[config.mk]
export PLATFORM = sky130hd
export DESIGN_NAME = reset_sequencer
export DESIGN_NICKNAME = d
export VERILOG_FILES = /design/src/rtl/reset_sequencer.sv
export SDC_FILE = /design/constraint.sdc
export NUM_CORES = 1
export LEC_CHECK = 0
export CAP_MARGIN = 20
export CORE_UTILIZATION = 50
export DETAILED_ROUTE_END_ITERATION = 10
export PLACE_DENSITY = 0.77
export REMOVE_ABC_BUFFERS = 1
export SYNTH_ARGS = -nofsm -noshare
export SYNTH_HDL_FRONTEND = slang
export SYNTH_SLANG_ARGS = --single-unit
[constraint.sdc]
create_clock -name clk -period 1.5 [get_ports clk]
set_input_delay 0.45 -clock clk [delete_from_list [all_inputs] [get_ports clk]]
set_output_delay 0.45 -clock clk [all_outputs]
set_load 0.01 [all_outputs]
[src/rtl/reset_sequencer.sv]
// reset_sequencer: synchronises and optionally debounces active-low reset
// requests, applies a power-on hold and a minimum reset stretch, and drives a
// registered, glitch-free active-low core reset. It also records which
// sources caused the most recent reset.
module reset_sequencer #(
  parameter int                 NUM_SRC         = 3,
  parameter int                 POR_CYCLES      = 8,
  parameter int                 STRETCH_CYCLES  = 16,
  parameter int                 DEBOUNCE_CYCLES = 65536,
  parameter logic [NUM_SRC-1:0] DEBOUNCE_MASK   = NUM_SRC'(3'b100)
) (
  input  logic               clk,
  input  logic               reset,
  input  logic [NUM_SRC-1:0] req_n,
  input  logic               cause_clr,
  output logic               rst_n,
  output logic               rst_active,
  output logic               por_done,
  output logic               por_cause,
  output logic [NUM_SRC-1:0] cause
);

  // The phase counter is shared by POR and STRETCH. It is cleared on every
  // state entry, so sizing it for the larger of the two phases is sufficient.
  localparam int CNT_MAX = (POR_CYCLES > STRETCH_CYCLES) ? POR_CYCLES : STRETCH_CYCLES;
  localparam int CNT_W   = $clog2(CNT_MAX + 1);
  localparam int DB_W    = $clog2(DEBOUNCE_CYCLES);

  typedef enum logic [1:0] {
    ST_POR,
    ST_HOLD,
    ST_STRETCH,
    ST_RUN
  } state_t;

  logic [NUM_SRC-1:0] sync1_q;
  logic [NUM_SRC-1:0] sync2_q;
  logic [NUM_SRC-1:0] filt;
  logic [NUM_SRC-1:0] act;
  logic               any;

  state_t             state_q, state_d;
  logic [CNT_W-1:0]   cnt_q, cnt_d;
  logic               rst_n_q;
  logic               rst_active_q;
  logic               por_done_q, por_done_d;
  logic               por_cause_q, por_cause_d;
  logic [NUM_SRC-1:0] cause_q, cause_d;
  logic [NUM_SRC-1:0] cause_set;

  // Two-flop synchroniser on every request line. It idles high (inactive).
  always_ff @(posedge clk) begin
    if (reset) begin
      sync1_q <= '1;
      sync2_q <= '1;
    end else begin
      sync1_q <= req_n;
      sync2_q <= sync1_q;
    end
  end

  // Per-source filtering. Button inputs must hold a new level for
  // DEBOUNCE_CYCLES consecutive samples before the filter follows them. All
  // other inputs pass straight through after synchronisation.
  for (genvar gi = 0; gi < NUM_SRC; gi++) begin : g_src
    if (DEBOUNCE_MASK[gi]) begin : g_deb
      logic            filt_q;
      logic [DB_W-1:0] db_cnt_q;

      // The stability counter runs only while the input disagrees with the
      // filter. Any agreement resets it, so short glitches are never seen.
      always_ff @(posedge clk) begin
        if (reset) begin
          filt_q   <= 1'b1;
          db_cnt_q <= '0;
        end else if (sync2_q[gi] == filt_q) begin
          db_cnt_q <= '0;
        end else if (db_cnt_q == DB_W'(DEBOUNCE_CYCLES - 1)) begin
          filt_q   <= sync2_q[gi];
          db_cnt_q <= '0;
        end else begin
          db_cnt_q <= db_cnt_q + DB_W'(1);
        end
      end

      assign filt[gi] = filt_q;
    end else begin : g_pass
      assign filt[gi] = sync2_q[gi];
    end
  end

  assign act = ~filt;
  assign any = |act;

  // Next-state logic for the sequencer, plus the sticky status bits that
  // depend on it.
  always_comb begin
    state_d   = state_q;
    cnt_d     = cnt_q + CNT_W'(1);
    cause_set = '0;
    unique case (state_q)
      ST_POR: begin
        // Requests are ignored here; the front end keeps sampling them.
        if (cnt_q == CNT_W'(POR_CYCLES - 1)) begin
          state_d = ST_HOLD;
          cnt_d   = '0;
        end
      end
      ST_HOLD: begin
        cnt_d = '0;
        if (!any) begin
          state_d = ST_STRETCH;
        end
      end
      ST_STRETCH: begin
        // A new request discards the partial stretch. The full stretch then
        // restarts after that request releases.
        if (any) begin
          state_d = ST_HOLD;
          cnt_d   = '0;
        end else if (cnt_q == CNT_W'(STRETCH_CYCLES - 1)) begin
          state_d = ST_RUN;
          cnt_d   = '0;
        end
      end
      ST_RUN: begin
        cnt_d = '0;
        if (any) begin
          state_d   = ST_HOLD;
          cause_set = act;
        end
      end
      default: begin
        state_d = ST_POR;
        cnt_d   = '0;
      end
    endcase

    // New cause bits win over a simultaneous clear. Older bits are dropped.
    cause_d     = (cause_clr ? '0 : cause_q) | cause_set;
    por_cause_d = por_cause_q & ~cause_clr;
    por_done_d  = por_done_q | ((state_q == ST_POR) && (state_d != ST_POR));
  end

  // State register. The reset outputs are registered from the next state so
  // that they are glitch-free and line up with the state change.
  always_ff @(posedge clk) begin
    if (reset) begin
      state_q      <= ST_POR;
      cnt_q        <= '0;
      rst_n_q      <= 1'b0;
      rst_active_q <= 1'b1;
      por_done_q   <= 1'b0;
      por_cause_q  <= 1'b1;
      cause_q      <= '0;
    end else begin
      state_q      <= state_d;
      cnt_q        <= cnt_d;
      rst_n_q      <= (state_d == ST_RUN);
      rst_active_q <= (state_d != ST_RUN);
      por_done_q   <= por_done_d;
      por_cause_q  <= por_cause_d;
      cause_q      <= cause_d;
    end
  end

  assign rst_n      = rst_n_q;
  assign rst_active = rst_active_q;
  assign por_done   = por_done_q;
  assign por_cause  = por_cause_q;
  assign cause      = cause_q;

endmodule

# == Word level (Yosys, flattened, before mapping) ==
# Index checks and enable logic that the tools add are counted.
# classes
addsub,2
n_eq_ne,9
n_mux,13
n_bitwise,6
n_reduce_logical,7
# op_table
cell,n
$add 16x1->16 const B,1
$eq 16x16->1 const B,1
$mux 5,3
$pmux 5 s3,1
$mux 2,5
$mux 3,3
$pmux 2 s4,1
$eq 2x2->1 const B,3
$reduce_or 3->1,2
$add 5x1->5 const B,1
$eq 5x3->1 const B,1
$eq 5x4->1 const B,1
$not 3->3,1
$or 3x3->3,1
$eq 2x1->1 const B,1
$logic_not 2->1,1
$ne 2x2->1 const B,1
$not 1->1,2
$reduce_and 2->1,1
$reduce_bool 2->1,1
$reduce_or 2->1,1
$and 1x1->1,1
$eq 1x1->1,1
$logic_and 1x1->1,1
$or 1x1->1,1
# totals
register_bits,37
output_inout_bits,7
elab_cells,48

# == Depth between registers and ports, before layout ==
# depth
ltp_word,7
depth_mapped,7
ltp_nobuf,7

# == Worst setup path before layout ==
# OpenSTA, ideal clock, no wires.
# synth_path
kind,reg-to-reg
startpoint,register g_src[2].g_deb.db_cnt_q[0]
endpoint,register g_src[2].g_deb.db_cnt_q[14]
setup_ns,0.115
arrival_time_ns,1.433
required_time_ns,1.385
setup_slack_ns,-0.047
stages_incl_launch_ff,7
cell_sequence,dfxtp_1 -> ha_1 -> nand4_2 -> nor4_2 -> a211o_2 -> buf_6 -> nor2_1
# synth_between
elab_chain_cells,2
elab_cells_between_ends,3
classes_between,add/sub: 1; eq/ne: 1; reduce/logical: 1
# synth_lines
item,line,rtl
start: declaration,68,logic [DB_W-1:0] db_cnt_q;
start signal: assignment,82,db_cnt_q <= db_cnt_q + DB_W'(1);
"parallel branches: the longest is 2 deep, another holds $add 16x1->16",n/a,
# Several ways; the timed one is not identified.
# A chain may end at the register's enable or synchronous reset.

# == Worst setup path after layout ==
# layout_path
startpoint,register g_src[2].g_deb.db_cnt_q[13]
endpoint,register g_src[2].g_deb.db_cnt_q[15]
# Same word-level chain as after synthesis.

==> reports/summary.txt <==
STATUS
------------------------------------------------------------------------------------
Outcome                                                                 finished, final reports clean

YOSYS
------------------------------------------------------------------------------------
Top area cells in the synthesized netlist                               sky130_fd_sc_hd__dfxtp_1 (49%), sky130_fd_sc_hd__nor2_1 (8.8%), sky130_fd_sc_hd__xnor2_1 (7.0%)
Proportion of synthesized chip area in sequential cells                        0.493
Count of cell types in the netlist                                                31
Yosys reg bits                                                                    37
Netlist Area Pre-Place                                                      1500 µm²
Most frequently used flop master after synthesis                        sky130_fd_sc_hd__dfxtp_1
Post-synthesis cell type with the largest combined area                 sky130_fd_sc_hd__dfxtp_1
Count of flip-flops with a built-in enable after synthesis                         0
Proportion of synthesized flip-flops having asynchronous set or reset              0
Number of instances in the synthesized netlist                                   162
Count of warnings emitted by yosys                                                 0
Area share of the leading cell type in the synthesized netlist                 0.493
Mean post-synth cell area                                                   9.27 µm²

CTS
------------------------------------------------------------------------------------
TritonCTS sink count                                                              37
Root cell of the clock tree                                             sky130_fd_sc_hd__clkbuf_4
Clock buffers created by TritonCTS                                                 5
Number of H-tree levels                                                            2
Clock tree from TritonCTS                                                        yes
Clock latency on the worst-skew pair                                         0.34 ns
CTS clock-pin slew for the worst setup and hold paths                        0.11 ns
Count of hold buffers inserted by post-cts repair                                  0
Max clock buf depth                                                                2

STA
------------------------------------------------------------------------------------
Measured slew at the worst slew-check pin                                   0.336 ns
Final setup margin                                                         0.0537 ns
Hold violation total from the final report                                         0
Total of endpoints with negative setup slack in the final report                   0
Post-route setup TNS                                                            0 ns
Max-slew violation count                                                           0
Max_slew headroom                                                              0.774
Highest Clock Rate                                                           691 MHz
Fraction of the cycle the final worst path needs                               0.964
Final min period                                                             1.45 ns
RSZ-0062 raised after global routing                                              no
Clock Skews                                                                0.0140 ns

CRITICAL PATH
------------------------------------------------------------------------------------
Max incr delay on CP                                                         0.39 ns
CP max-delay cell                                                       sky130_fd_sc_hd__dfxtp_1
Type of destination of the critical path                                    register
Sequence of cells on the critical path                                  nand4_1, or2_2, o41ai_1, nor2_1
Worst Path Class, Setup                                                   reg -> reg
Crit path arrival time                                                       1.67 ns
Required time of the critical path                                           1.72 ns
Largest fanout on the critical path                                                3
Category of the worst setup path launch point                               register

FLOORPLAN
------------------------------------------------------------------------------------
Number of core rows                                                               19
Y dimension of the die                                                       56.8 µm
Die outline width                                                            56.8 µm
Initial cell density of the core                                               0.535
Placeable Area                                                              2810 µm²
IO Pins                                                                           13
Die area                                                                    3230 µm²

ROUTE
------------------------------------------------------------------------------------
Detailed Route Iter0 Violations                                                   31
Post-route DRC                                                                     0
Via total after detailed routing                                                1190
Antenna violation net count after detailed routing                                 0
Average wire length per cell after detail routing                            12.3 µm
Initial DRT Pass Iterations                                                        4
Aggregate routed wire length                                                 2.74 mm
Via-to-Cell Ratio                                                               5.34

FINAL LAYOUT
------------------------------------------------------------------------------------
Post-route non-filler standard cell count                                        223
Fraction of layout cells with a size suffix above 1                            0.240
Synthesis-to-layout area growth                                                24.6%
Leading cell type in the layout, fill and taps excluded                 sky130_fd_sc_hd__nor2_1
Filler cells                                                                     225
Diode count                                                                        0
Final Cell Area                                                             1870 µm²
Highest-count cells in the layout ignoring fill and taps                sky130_fd_sc_hd__nor2_1 (35), sky130_fd_sc_hd__dfxtp_1 (34), sky130_fd_sc_hd__buf_4 (15), sky130_fd_sc_hd__xnor2_1 (12), sky130_fd_sc_hd__inv_1 (10)
Final net count                                                                  202

JOB
------------------------------------------------------------------------------------
Number of max-capacitance violations reported                                      0

GRT
------------------------------------------------------------------------------------
Overflow left after global routing                                                 0
Wire length of the first global-routing pass                                 4.84 mm
Via count of the first global-routing pass                                      1148
Largest net degree at the start of global routing                                 13
Total routing usage reported by global routing                                 0.199
Antenna violations before repair                                                   0

PLACED DESIGN
------------------------------------------------------------------------------------
Placed Instances                                                                 214
Post-detailed-placement cell area                                           1740 µm²
Pre-CTS worst setup slack                                                 -0.0759 ns
Port Buffers                                                                      12
RD Place Congestion                                                            0.790
HPWL after detailed placement                                                1.94 mm

POWER AND IR DROP
------------------------------------------------------------------------------------
Power density over the cells                                              856 nW/µm²
Maximum resistive drop on vdd                                               0.646 mV
Power after layout                                                           1.60 mW
Static leakage                                                              0.726 nW

HOLD PATH
------------------------------------------------------------------------------------
Type of the worst min-delay path                                          reg -> reg

-- state kept, by name, summed over array words and instances, names as in the netlist --
signal	count
cause	3
rst_n	1
g_src.g_deb.filt_q	1
sync2_q	3
g_src.g_deb.db_cnt_q	16
cnt_q	5
sync1_q	3
por_cause	1
rst_active	1
state_q	2
por_done	1
-- synthesized netlist by cell type, drive strengths merged, types with 3 or more instances --
cell type  count
nor3           6
a21oi          4
xnor2         12
nand2          6
nand3          9
nand4          3
xor2           4
nor2          35
dfxtp         37
or2            7
inv           10
ha             4
clkbuf         4
nor4           6
-- area by class of cell --
type	count	area (µm²)	share of cell area
Multi-Input combinational cell	110	751	0.401
Tap cell	31	38.8	0.0207
Sequential cell	37	744	0.398
Inverter	10	37.5	0.0201
Clock buffer	7	55.1	0.0294
Timing Repair Buffer	28	244	0.130
-- through the flow --
stage | utilization | hold slack [ns]
floorplan | - | 0.389
global placement | 0.620 | 0.395
finish | 0.667 | 0.411
detailed placement | 0.620 | 0.394
global route | 0.667 | 0.424
CTS | 0.652 | 0.407
-- kinds of logic after synthesis --
| logic type | after synthesis | synth area share |
|---|---|---|
| DFF | 37 | 0.493 |
| xor gates and xnor gates | 16 | 0.0933 |
| buffers and inverters | 15 | 0.0425 |
| and+or+nand+nor | 75 | 0.267 |
| muxes | 1 | 0.00667 |
| adders and majority gates | 4 | 0.0333 |
| AOI/OAI and AO/OA | 14 | 0.0642 |
-- path summary, 6_finish.rpt --
path                                     from                          end  slack [ns]  cells after the start
setup / recovery  g_src[2].g_deb.db_cnt_q[13]  g_src[2].g_deb.db_cnt_q[15]        0.05                      4
hold / removal                     sync1_q[0]                   sync2_q[0]        0.41                      1
setup reg to reg  g_src[2].g_deb.db_cnt_q[13]  g_src[2].g_deb.db_cnt_q[15]        0.05                      4
hold reg to reg                    sync1_q[0]                   sync2_q[0]        0.41                      1
-- repair_timing --
item / in CTS / in global routing
setup endpoints to repair: 23 / 22
resized for setup: 10 / 11
setup buffers: 2 / 0
pin swaps: 1 / 6
-- power by group --
group	internal, mW	leakage [nW]	switching, mW
combinational	0.0395	0.393	0.0321
sequential	1.00	0.302	0.0117
clock	0.221	0.0314	0.294
-- per-layer routing --
metal	vias to the layer above	wire (µm)	global-route usage	share of wire
li1	599	-	-	-
met1	564	1270	0.241	0.46
met2	22	1330	0.316	0.49
met3	5	98	0.0876	0.036
met4	0	42	0.0662	0.015
met5	-	0	0	0
-- worst max-delay path, delay by kind of cell (launching register included) --
kind / cells / cell delay (ns)
AO/OA/AOI/OAI: 1 / 0.28
flip-flops: 1 / 0.39
AND/OR/NAND/NOR: 3 / 0.66
(Power assumes the default switching activity.)
